--- config.mk ---
export PLATFORM = sky130hd
export DESIGN_NAME = hazard_scoreboard_flat
export DESIGN_NICKNAME = d
export VERILOG_FILES = /design/src/rtl/hazard_scoreboard_pkg.sv /design/src/rtl/hazard_scoreboard_if.sv /design/src/rtl/hazard_scoreboard_match.sv /design/src/rtl/hazard_scoreboard.sv /design/src/flat_wrapper.sv
export SDC_FILE = /design/constraint.sdc
export NUM_CORES = 1
export LEC_CHECK = 0
export ABC_AREA = 1
export CAP_MARGIN = 20
export CORE_MARGIN = 5
export CORE_UTILIZATION = 57
export CTS_BUF_LIST = sky130_fd_sc_hd__clkbuf_4 sky130_fd_sc_hd__clkbuf_8
export DETAILED_ROUTE_END_ITERATION = 12
export PLACE_DENSITY_LB_ADDON = 0.05
export REMOVE_ABC_BUFFERS = 1
export SYNTH_ARGS = -nofsm -noshare
export SYNTH_HDL_FRONTEND = slang
export SYNTH_SLANG_ARGS = --single-unit
--- constraint.sdc ---
create_clock -name clk -period 2.48 [get_ports clk]
set_clock_uncertainty 0.15 [all_clocks]
set_input_delay 0.496 -clock clk [delete_from_list [all_inputs] [get_ports clk]]
set_output_delay 0.496 -clock clk [all_outputs]
set_load 0.02 [all_outputs]
--- src/rtl/hazard_scoreboard_pkg.sv ---
// rtl/hazard_scoreboard_pkg.sv - shared select encoding, stage-entry field layout and width helpers
package hazard_scoreboard_pkg;

  localparam int SEL_RF = 0;

  // Entry layout: {rd, mdu, load, wr, valid}, valid in bit 0
  localparam int ENT_VALID  = 0;
  localparam int ENT_WR     = 1;
  localparam int ENT_LOAD   = 2;
  localparam int ENT_MDU    = 3;
  localparam int ENT_RD_LSB = 4;

  function automatic int sel_width(input int num_stages);
    return $clog2(num_stages + 1);
  endfunction

  function automatic int ent_width(input int reg_addr_width);
    return ENT_RD_LSB + reg_addr_width;
  endfunction

endpackage

--- src/rtl/hazard_scoreboard_if.sv ---
// rtl/hazard_scoreboard_if.sv - ID-stage hazard query bus between decode (master) and scoreboard (slave)
interface hazard_scoreboard_if #(
  parameter int REG_ADDR_WIDTH = 5,
  parameter int NUM_FWD_STAGES = 3,
  parameter int NUM_READ_PORTS = 2
);
  import hazard_scoreboard_pkg::*;

  localparam int SEL_W = sel_width(NUM_FWD_STAGES);

  logic                                     id_valid;
  logic [NUM_READ_PORTS*REG_ADDR_WIDTH-1:0] id_rs;
  logic [NUM_READ_PORTS-1:0]                id_rs_used;
  logic [REG_ADDR_WIDTH-1:0]                id_rd;
  logic                                     id_reg_wr_en;
  logic                                     id_is_load;
  logic                                     id_is_mdu;
  logic                                     id_is_branch;
  logic                                     flush;
  logic [NUM_READ_PORTS*SEL_W-1:0]          fwd_sel;
  logic                                     stall;
  logic                                     mdu_busy;

  modport master (
    output id_valid, id_rs, id_rs_used, id_rd, id_reg_wr_en,
           id_is_load, id_is_mdu, id_is_branch, flush,
    input  fwd_sel, stall, mdu_busy
  );

  modport slave (
    input  id_valid, id_rs, id_rs_used, id_rd, id_reg_wr_en,
           id_is_load, id_is_mdu, id_is_branch, flush,
    output fwd_sel, stall, mdu_busy
  );

endinterface

--- src/rtl/hazard_scoreboard_match.sv ---
// rtl/hazard_scoreboard_match.sv - hazard_match: one read port against every tracked stage entry
module hazard_match
  import hazard_scoreboard_pkg::*;
#(
  parameter int REG_ADDR_WIDTH = 5,
  parameter int NUM_FWD_STAGES = 3,
  localparam int SEL_W = sel_width(NUM_FWD_STAGES),
  localparam int ENT_W = ent_width(REG_ADDR_WIDTH)
) (
  input  logic [NUM_FWD_STAGES*ENT_W-1:0] entries,
  input  logic [REG_ADDR_WIDTH-1:0]       rs,
  input  logic                            rs_used,
  output logic [SEL_W-1:0]                sel,
  output logic                            load_hit,
  output logic                            branch_hit
);

  logic [NUM_FWD_STAGES-1:0] hit;
  logic                      unused_fields;

  always_comb begin
    hit = '0;
    for (int k = 0; k < NUM_FWD_STAGES; k++) begin
      hit[k] = rs_used && (rs != '0)
               && entries[k*ENT_W + ENT_VALID]
               && entries[k*ENT_W + ENT_WR]
               && (entries[k*ENT_W + ENT_RD_LSB +: REG_ADDR_WIDTH] == rs);
    end
  end

  // Scan oldest to youngest so the youngest writer overrides
  always_comb begin
    sel = SEL_W'(SEL_RF);
    for (int k = NUM_FWD_STAGES - 1; k >= 0; k--) begin
      if (hit[k]) sel = SEL_W'(k + 1);
    end
  end

  assign load_hit   = hit[0] & entries[ENT_LOAD];
  assign branch_hit = hit[0] | (hit[1] & entries[ENT_W + ENT_LOAD]);

  // MDU flags and late-stage load flags do not affect a single port's match
  assign unused_fields = ^entries;

endmodule

--- src/rtl/hazard_scoreboard.sv ---
// rtl/hazard_scoreboard.sv - in-flight writer shadow, forwarding selects, load-use/MDU stall
// Optional HAZ_BRANCH_ID_EN: stall ID-resolved branches until operands are forwardable from stage >= 1
module hazard_scoreboard
  import hazard_scoreboard_pkg::*;
#(
  parameter int REG_ADDR_WIDTH = 5,
  parameter int NUM_FWD_STAGES = 3,
  parameter int NUM_READ_PORTS = 2,
  parameter int MDU_LATENCY    = 4
) (
  input  logic                clk,
  input  logic                rst_n,
  hazard_scoreboard_if.slave  bus
);

  localparam int SEL_W = sel_width(NUM_FWD_STAGES);
  localparam int ENT_W = ent_width(REG_ADDR_WIDTH);
  localparam int CNT_W = $clog2(MDU_LATENCY);

  logic [NUM_FWD_STAGES-1:0][ENT_W-1:0] ent;
  logic [CNT_W-1:0]                     mdu_cnt;
  logic [NUM_READ_PORTS-1:0]            load_hit;
  logic [NUM_READ_PORTS-1:0]            branch_hit;
  logic [ENT_W-1:0]                     id_entry;
  logic                                 mdu_hold;
  logic                                 hazard;
  logic                                 capture;

  for (genvar p = 0; p < NUM_READ_PORTS; p++) begin : g_port
    hazard_match #(
      .REG_ADDR_WIDTH (REG_ADDR_WIDTH),
      .NUM_FWD_STAGES (NUM_FWD_STAGES)
    ) u_match (
      .entries    (ent),
      .rs         (bus.id_rs[p*REG_ADDR_WIDTH +: REG_ADDR_WIDTH]),
      .rs_used    (bus.id_rs_used[p]),
      .sel        (bus.fwd_sel[p*SEL_W +: SEL_W]),
      .load_hit   (load_hit[p]),
      .branch_hit (branch_hit[p])
    );
  end

  assign mdu_hold = ent[0][ENT_VALID] & ent[0][ENT_MDU] & (mdu_cnt != '0);

`ifdef HAZ_BRANCH_ID_EN
  assign hazard = (|load_hit) | mdu_hold | (bus.id_is_branch & (|branch_hit));
`else
  logic unused_branch;
  assign unused_branch = bus.id_is_branch ^ (^branch_hit);
  assign hazard        = (|load_hit) | mdu_hold;
`endif

  assign bus.stall    = bus.id_valid & hazard;
  assign bus.mdu_busy = mdu_hold;
  assign capture      = bus.id_valid & ~bus.stall & ~bus.flush;

  always_comb begin
    id_entry = '0;
    if (capture) begin
      id_entry[ENT_VALID]                        = 1'b1;
      id_entry[ENT_WR]                           = bus.id_reg_wr_en;
      id_entry[ENT_LOAD]                         = bus.id_is_load;
      id_entry[ENT_MDU]                          = bus.id_is_mdu;
      id_entry[ENT_RD_LSB +: REG_ADDR_WIDTH]     = bus.id_rd;
    end
  end

  // While the MDU op holds EX, MEM sees bubbles and older stages keep draining
  always_ff @(posedge clk or negedge rst_n) begin
    if (!rst_n) begin
      ent     <= '0;
      mdu_cnt <= '0;
    end else begin
      for (int k = NUM_FWD_STAGES - 1; k >= 2; k--) begin
        ent[k] <= ent[k-1];
      end
      if (mdu_hold) begin
        ent[1] <= '0;
      end else begin
        ent[1] <= ent[0];
        ent[0] <= id_entry;
      end
      if (capture && bus.id_is_mdu) begin
        mdu_cnt <= CNT_W'(MDU_LATENCY - 1);
      end else if (mdu_cnt != '0) begin
        mdu_cnt <= mdu_cnt - 1'b1;
      end
    end
  end

endmodule
--- src/flat_wrapper.sv ---
// flat-port wrapper written by rule: the top's interface ports become plain ports
module hazard_scoreboard_flat import hazard_scoreboard_pkg::*;
#(
  parameter int REG_ADDR_WIDTH = 5,
  parameter int NUM_FWD_STAGES = 3,
  parameter int NUM_READ_PORTS = 2,
  parameter int MDU_LATENCY    = 4
)
  (clk, rst_n, bus_id_valid, bus_id_rs, bus_id_rs_used, bus_id_rd, bus_id_reg_wr_en, bus_id_is_load, bus_id_is_mdu, bus_id_is_branch, bus_flush, bus_fwd_sel, bus_stall, bus_mdu_busy);
  hazard_scoreboard_if #(.REG_ADDR_WIDTH(REG_ADDR_WIDTH), .NUM_FWD_STAGES(NUM_FWD_STAGES), .NUM_READ_PORTS(NUM_READ_PORTS)) bus_i ();
  input  logic clk;
  input  logic rst_n;
  input wire logic [$bits(bus_i.id_valid)-1:0] bus_id_valid;
  input wire logic [$bits(bus_i.id_rs)-1:0] bus_id_rs;
  input wire logic [$bits(bus_i.id_rs_used)-1:0] bus_id_rs_used;
  input wire logic [$bits(bus_i.id_rd)-1:0] bus_id_rd;
  input wire logic [$bits(bus_i.id_reg_wr_en)-1:0] bus_id_reg_wr_en;
  input wire logic [$bits(bus_i.id_is_load)-1:0] bus_id_is_load;
  input wire logic [$bits(bus_i.id_is_mdu)-1:0] bus_id_is_mdu;
  input wire logic [$bits(bus_i.id_is_branch)-1:0] bus_id_is_branch;
  input wire logic [$bits(bus_i.flush)-1:0] bus_flush;
  output wire logic [$bits(bus_i.fwd_sel)-1:0] bus_fwd_sel;
  output wire logic [$bits(bus_i.stall)-1:0] bus_stall;
  output wire logic [$bits(bus_i.mdu_busy)-1:0] bus_mdu_busy;
  assign bus_i.id_valid = bus_id_valid;
  assign bus_i.id_rs = bus_id_rs;
  assign bus_i.id_rs_used = bus_id_rs_used;
  assign bus_i.id_rd = bus_id_rd;
  assign bus_i.id_reg_wr_en = bus_id_reg_wr_en;
  assign bus_i.id_is_load = bus_id_is_load;
  assign bus_i.id_is_mdu = bus_id_is_mdu;
  assign bus_i.id_is_branch = bus_id_is_branch;
  assign bus_i.flush = bus_flush;
  assign bus_fwd_sel = bus_i.fwd_sel;
  assign bus_stall = bus_i.stall;
  assign bus_mdu_busy = bus_i.mdu_busy;
  hazard_scoreboard #(.REG_ADDR_WIDTH(REG_ADDR_WIDTH), .NUM_FWD_STAGES(NUM_FWD_STAGES), .NUM_READ_PORTS(NUM_READ_PORTS), .MDU_LATENCY(MDU_LATENCY)) u_core (.clk(clk), .rst_n(rst_n), .bus(bus_i));
endmodule
# Word-level counts from Yosys, hierarchy flattened
# Cells that the tools add are included.
[classes]
addsub = 1
eq_ne = 6
mux = 10
bitwise_logic = 10
n_reduce_logical = 26
[ops]
columns = ["cell", "count"]
rows = [
  ["5-bit equality test", 6],
  ["1-bit logical AND", 21],
  ["9-bit two-way mux", 2],
  ["2-bit two-way mux", 8],
  ["5-bit nonzero test", 2],
  ["1-bit bitwise AND", 7],
  ["2-bit nonzero test", 2],
  ["1-bit inverter", 2],
  ["2-bit OR reduction", 1],
  ["2-bit by 1-bit subtractor with 2-bit output (second input constant)", 1],
  ["1-bit bitwise OR", 1],
]
[totals]
reg_bits = 29
in_bits = 25
out_inout_bits = 6
word_cells = 57

# Logic depth before layout (Yosys ltp)
[logic_depth]
word_depth = 14
mapped_depth = 11
depth_no_buf = 11

# Modules after synthesis
# From an unflattened synthesis, not the netlist that was laid out.
[hier_totals]
hier_cells = 271
hier_area_um2 = 1836.8
[by_module_without_submodules]
columns = ["module", "instances", "cells_each", "area_per_inst_um2", "seq_area_each_um2"]
rows = [
  ["hazard_scoreboard", 1, 89, 1061.0, 725.7],
  ["hazard_match", 2, 91, 387.9, 0.0],
]

# Worst setup path after synthesis
# Ideal clock, no wire load.
[synth_path]
path_type = "input-to-output"
start = "in bus_id_rs[1]"
end = "out bus_fwd_sel[1]"
arrival_ns = 1.510
t_required_ns = 1.834
setup_slack_ns = 0.324
path_stages = 4
path_buffers = 0
cell_sequence = "or2_2 > a21oi_1 > nand4_1 > a21boi_0"
[synth_via]
elab_chain_cells = 8
word_cells_on_any_way = 17
cone_classes = "eq/ne: 3; mux: 3; reduce/logical: 11"
[synth_rtl]
columns = ["element", "line", "rtl"]
rows = [
  ["from (decl)", "flat_wrapper.sv:14", "input wire logic [$bits(bus_i.id_rs)-1:0] bus_id_rs;"],
  ["5-bit nonzero test", "hazard_scoreboard_match.sv:24", "hit[k] = rs_used && (rs != '0)"],
  ["1-bit logical AND", "hazard_scoreboard_match.sv:24", ""],
  ["1-bit logical AND", "hazard_scoreboard_match.sv:25", "&& entries[k*ENT_W + ENT_VALID]"],
  ["1-bit logical AND", "hazard_scoreboard_match.sv:26", "&& entries[k*ENT_W + ENT_WR]"],
  ["1-bit logical AND", "hazard_scoreboard_match.sv:27", "&& (entries[k*ENT_W + ENT_RD_LSB +: REG_ADDR_WIDTH] == rs);"],
  ["2-bit two-way mux (2 in a row)", "hazard_scoreboard_match.sv:35", "if (hit[k]) sel = SEL_W'(k + 1);"],
  ["2-bit two-way mux (*)", "hazard_scoreboard_match.sv:35", ""],
  ["to (decl)", "flat_wrapper.sv:22", "output wire logic [$bits(bus_i.fwd_sel)-1:0] bus_fwd_sel;"],
]
# Every way passes the cells marked *; elsewhere a longest branch is shown, timed or not.

# Worst setup path after layout
[layout_path]
start = "in bus_id_rs[5]"
end = "out bus_stall"
[layout_via]
elab_chain_cells = 9
word_cells_on_any_way = 10
cone_classes = "eq/ne: 1; bitwise: 3; reduce/logical: 6"
[layout_rtl]
columns = ["element", "line", "rtl"]
rows = [
  ["5-bit nonzero test", "hazard_scoreboard_match.sv:24", ""],
  ["1-bit logical AND", "hazard_scoreboard_match.sv:24", ""],
  ["1-bit logical AND", "hazard_scoreboard_match.sv:25", ""],
  ["1-bit logical AND", "hazard_scoreboard_match.sv:26", ""],
  ["1-bit logical AND (*)", "hazard_scoreboard_match.sv:27", ""],
  ["1-bit bitwise AND (*)", "hazard_scoreboard_match.sv:39", "assign load_hit = hit[0] & entries[ENT_LOAD];"],
  ["2-bit OR reduction (*)", "hazard_scoreboard.sv:50", "assign hazard = (|load_hit) | mdu_hold;"],
  ["1-bit bitwise OR (*)", "hazard_scoreboard.sv:50", ""],
  ["1-bit bitwise AND (*)", "hazard_scoreboard.sv:53", "assign bus.stall = bus.id_valid & hazard;"],
  ["to (decl)", "flat_wrapper.sv:23", "output wire logic [$bits(bus_i.stall)-1:0] bus_stall;"],
]
# Marked as above.

==> results.sh <==
export IMPL_status="finished clean"
export IMPL_fmax_mhz=419.9
export IMPL_combinationalPowerShare_pct=26.1
export IMPL_clock_sinks=25
export IMPL_finalHoldViolCount=0
export IMPL_cp_start_kind="input port"
export IMPL_min_path_cells=0
export IMPL_mostFrequentLayoutCells="66 x nand2_1, 24 x dfrtp_1, 23 x inv_1, 21 x nor2_1, 15 x buf_4"
export IMPL_p_switching_mw=0.2775
export IMPL_seq_area_frac_synth_pct=41.98
export IMPL_place_congestion=1.001
export IMPL_synth_top_family_by_area="simple AND/OR/NAND/NOR gates"
export IMPL_syn_inst=207
export IMPL_min_period_over_period_pct=96.04
export IMPL_sequentialPowerShare_pct=53.2
export IMPL_fin_cells=281
export IMPL_leakage_nw=1.072
export IMPL_cts_tree="done"
export IMPL_grt_max_degree=26
export IMPL_first_global_vias=1385
export IMPL_critical_path_required_ps=1830
export IMPL_wl_um=3585
export IMPL_hold_class="reg2reg"
export IMPL_peakVddDrop_mv=0.4696
export IMPL_die_y_um=61.13
export IMPL_cts_root_buf="clkbuf_4"
export IMPL_overflow=0
export IMPL_min_period_ps=2382
export IMPL_r2r_end="u_core.ent[3]"
export IMPL_worst_slew_pin_slew_ps=531.0
export IMPL_cts_buffers=3
export IMPL_ff2ff_path_depth=10
export IMPL_power_density_nw_per_um2=465.0
export IMPL_crit_start="bus_id_rs[5]"
export IMPL_grt_pass1_wl_um=6051
export IMPL_drcViolationCount=0
export IMPL_synth_area_um2=1490
export IMPL_hpwl_um=2876
export IMPL_rr_startpoint="u_core.ent[5]"
export IMPL_design_area_um2=1914
export IMPL_clk_pin_slew_ps=140
export IMPL_sw_frac_of_total_pct=31.17
export IMPL_hold_path_endpoint="u_core.ent[18]"
export IMPL_track_usage_pct=21.85
export IMPL_dr_pass1_iters=4
export IMPL_synth_xor_area_share_pct=6.465
export IMPL_ys_ff_latch=25
export IMPL_synth_mux_area_share_pct=0
export IMPL_synth_cell_type_count=31
export IMPL_critPathKind="in2out"
export IMPL_placed_area_um2=1892
export IMPL_max_stage_delay_ps=320
export IMPL_post_drt_via_cell_ratio=5.160
export IMPL_final_common_cell="nand2_1"
export IMPL_h_tree_depth=1
export IMPL_slew_headroom_pct=64.47
export IMPL_rsz0062_at_grt="true"
export IMPL_setup_worst_path_end_class="primary output"
export IMPL_dp_cells=275
export IMPL_start_util_pct=59.61
export IMPL_setup_viol=0
export IMPL_path_cells="dlygate4sd2_1 -> inv_1 -> nand2_1 -> nand3_1 -> nor2_1 -> nand3_1 -> nand2_2 -> nand2_4 -> nand2_2 -> nand2_1 -> inv_1 -> buf_4"
export IMPL_coreArea_um2=2500
export IMPL_avgSynthCellArea_um2=7.199
export IMPL_die_area_um2=3737
export IMPL_synth_fa_ha_area_share_pct=0.8396
export IMPL_nets=278
export IMPL_io_pins=31
export IMPL_async_flop_share_pct=100.0
export IMPL_port_buffers=29
export IMPL_rows=18
export IMPL_hold_buffers=0
export IMPL_p_int_mw=0.6128
export IMPL_via_count=1450
export IMPL_grt_antenna_before_repair=0
export IMPL_drive_above_1_share_pct=17.53
export IMPL_synth_compound_area_share_pct=5.290
export IMPL_finalPower_mw=0.8902
export IMPL_reg2reg_slack_ps=840
export IMPL_worst_ep_arrival_time_ps=1740
export IMPL_synthFlopType="dfrtp_1"
export IMPL_clkLatencyLatePin_ps=320
export IMPL_dr_first_iter_drc_count=85
export IMPL_antenna_left=0
export IMPL_wire_per_inst_um=12.76
export IMPL_ys_warn_count=0
export IMPL_crit_slowest_cell="dlygate4sd2_1"
export IMPL_dieWidth_um=61.13
export IMPL_p_clk_share_pct=20.7
export IMPL_area_growth_pct=28.46
export IMPL_cts_path_max_buffers=2
export IMPL_min_from="u_core.ent[9]"
export IMPL_crit_fanout=5
export IMPL_synth_simple_area_share_pct=36.78
export IMPL_drv_slew=0
export IMPL_num_antenna_cells=0
export IMPL_synth_edf_count=0
export IMPL_cap_violations=0
-- Yosys cell counts (2+ instances only) --
cell	count	area [µm²]
nand2_1	66	247.7
dfrtp_1	25	625.6
inv_1	24	90.09
nor2_1	21	78.83
nand3_1	12	60.06
xor2_1	10	87.58
nand4_1	9	56.30
inv_2	8	30.03
a21oi_1	6	30.03
nand2_2	2	12.51
nor3_1	2	10.01
o21ai_0	2	10.01
o21ai_1	2	10.01
-- power groups by stage --
stage	combinational (mW)	clock, mW	sequential, mW
CTS	0.231	0.188	0.473
floorplan	0.134	0	0.476
detailed placement	0.233	0	0.481
global placement	0.222	0	0.479
finish	0.232	0.184	0.474
global route	0.266	0.209	0.479
-- metal layers --
layer	vias to the layer above	routed length, µm	GRT usage, %
met2	39	1757	39.58
met4	0	45	6.502
li1	739	-	-
met3	5	226	3.354
met1	667	1556	26.60
met5	-	0	0
-- final cells by class --
class	instances	area [µm²]
Fill cell	197	585.6
Tap cell	30	37.54
Inverter	32	120.1
Clock inverter	1	5.005
Timing Repair Buffer	42	351.6
Sequential cell	25	626.9
Multi-Input combinational cell	148	750.7
Clock buffer	3	22.52
-- worst max path at each step --
| stage | end | depth (start not counted) |
|---|---|---|
| 4_1_cts | bus_fwd_sel[0] | 7 |
| 6_report | bus_stall | 12 |
| 3_5_place_dp | bus_fwd_sel[1] | 6 |
| 3_3_place_gp | bus_fwd_sel[1] | 6 |
| 5_1_grt | bus_fwd_sel[1] | 8 |
| 2_1_floorplan | bus_fwd_sel[1] | 4 |
-- repair_timing --
action | in CTS | in global routing
gates resized for setup | 34 | 9
pin swaps | 0 | 3
setup endpoints to repair | 6 | 4
setup buffers | 0 | 2
-- sequential cells by signal, indices dropped and copies added (netlist names) --
| name | cells |
|---|---|
| u_core.mdu_cnt | 2 |
| u_core.ent | 23 |
-- worst max-delay path: cells and delay by family --
kind                   cells  cell delay [ps]
buffers and inverters      4              610
AND/OR/NAND/NOR            8              620
-- logic make-up (layout without fill, tap and decap cells) --
family / count (synthesis) / after routing
simple gates: 122 / 122
buf+inv: 34 / 78
flops: 25 / 25
compound gates: 14 / 14
xor+xnor: 11 / 11
fa+ha+maj: 1 / 1
-- stage by stage --
stage	utilization, %	setup WS, ps	TNS [ps]	hold slack (ps)
5_1_grt	76.58	-17.90	-17.90	271.8
2_1_floorplan	-	324.1	0	50.41
3_5_place_dp	75.68	-683.5	-3035	216.8
6_report	76.58	98.32	0	250.7
3_3_place_gp	75.68	-683.0	-2844	214.5
4_1_cts	76.13	3.187	0	248.3
No activity file was read; power rests on OpenSTA's default activity.
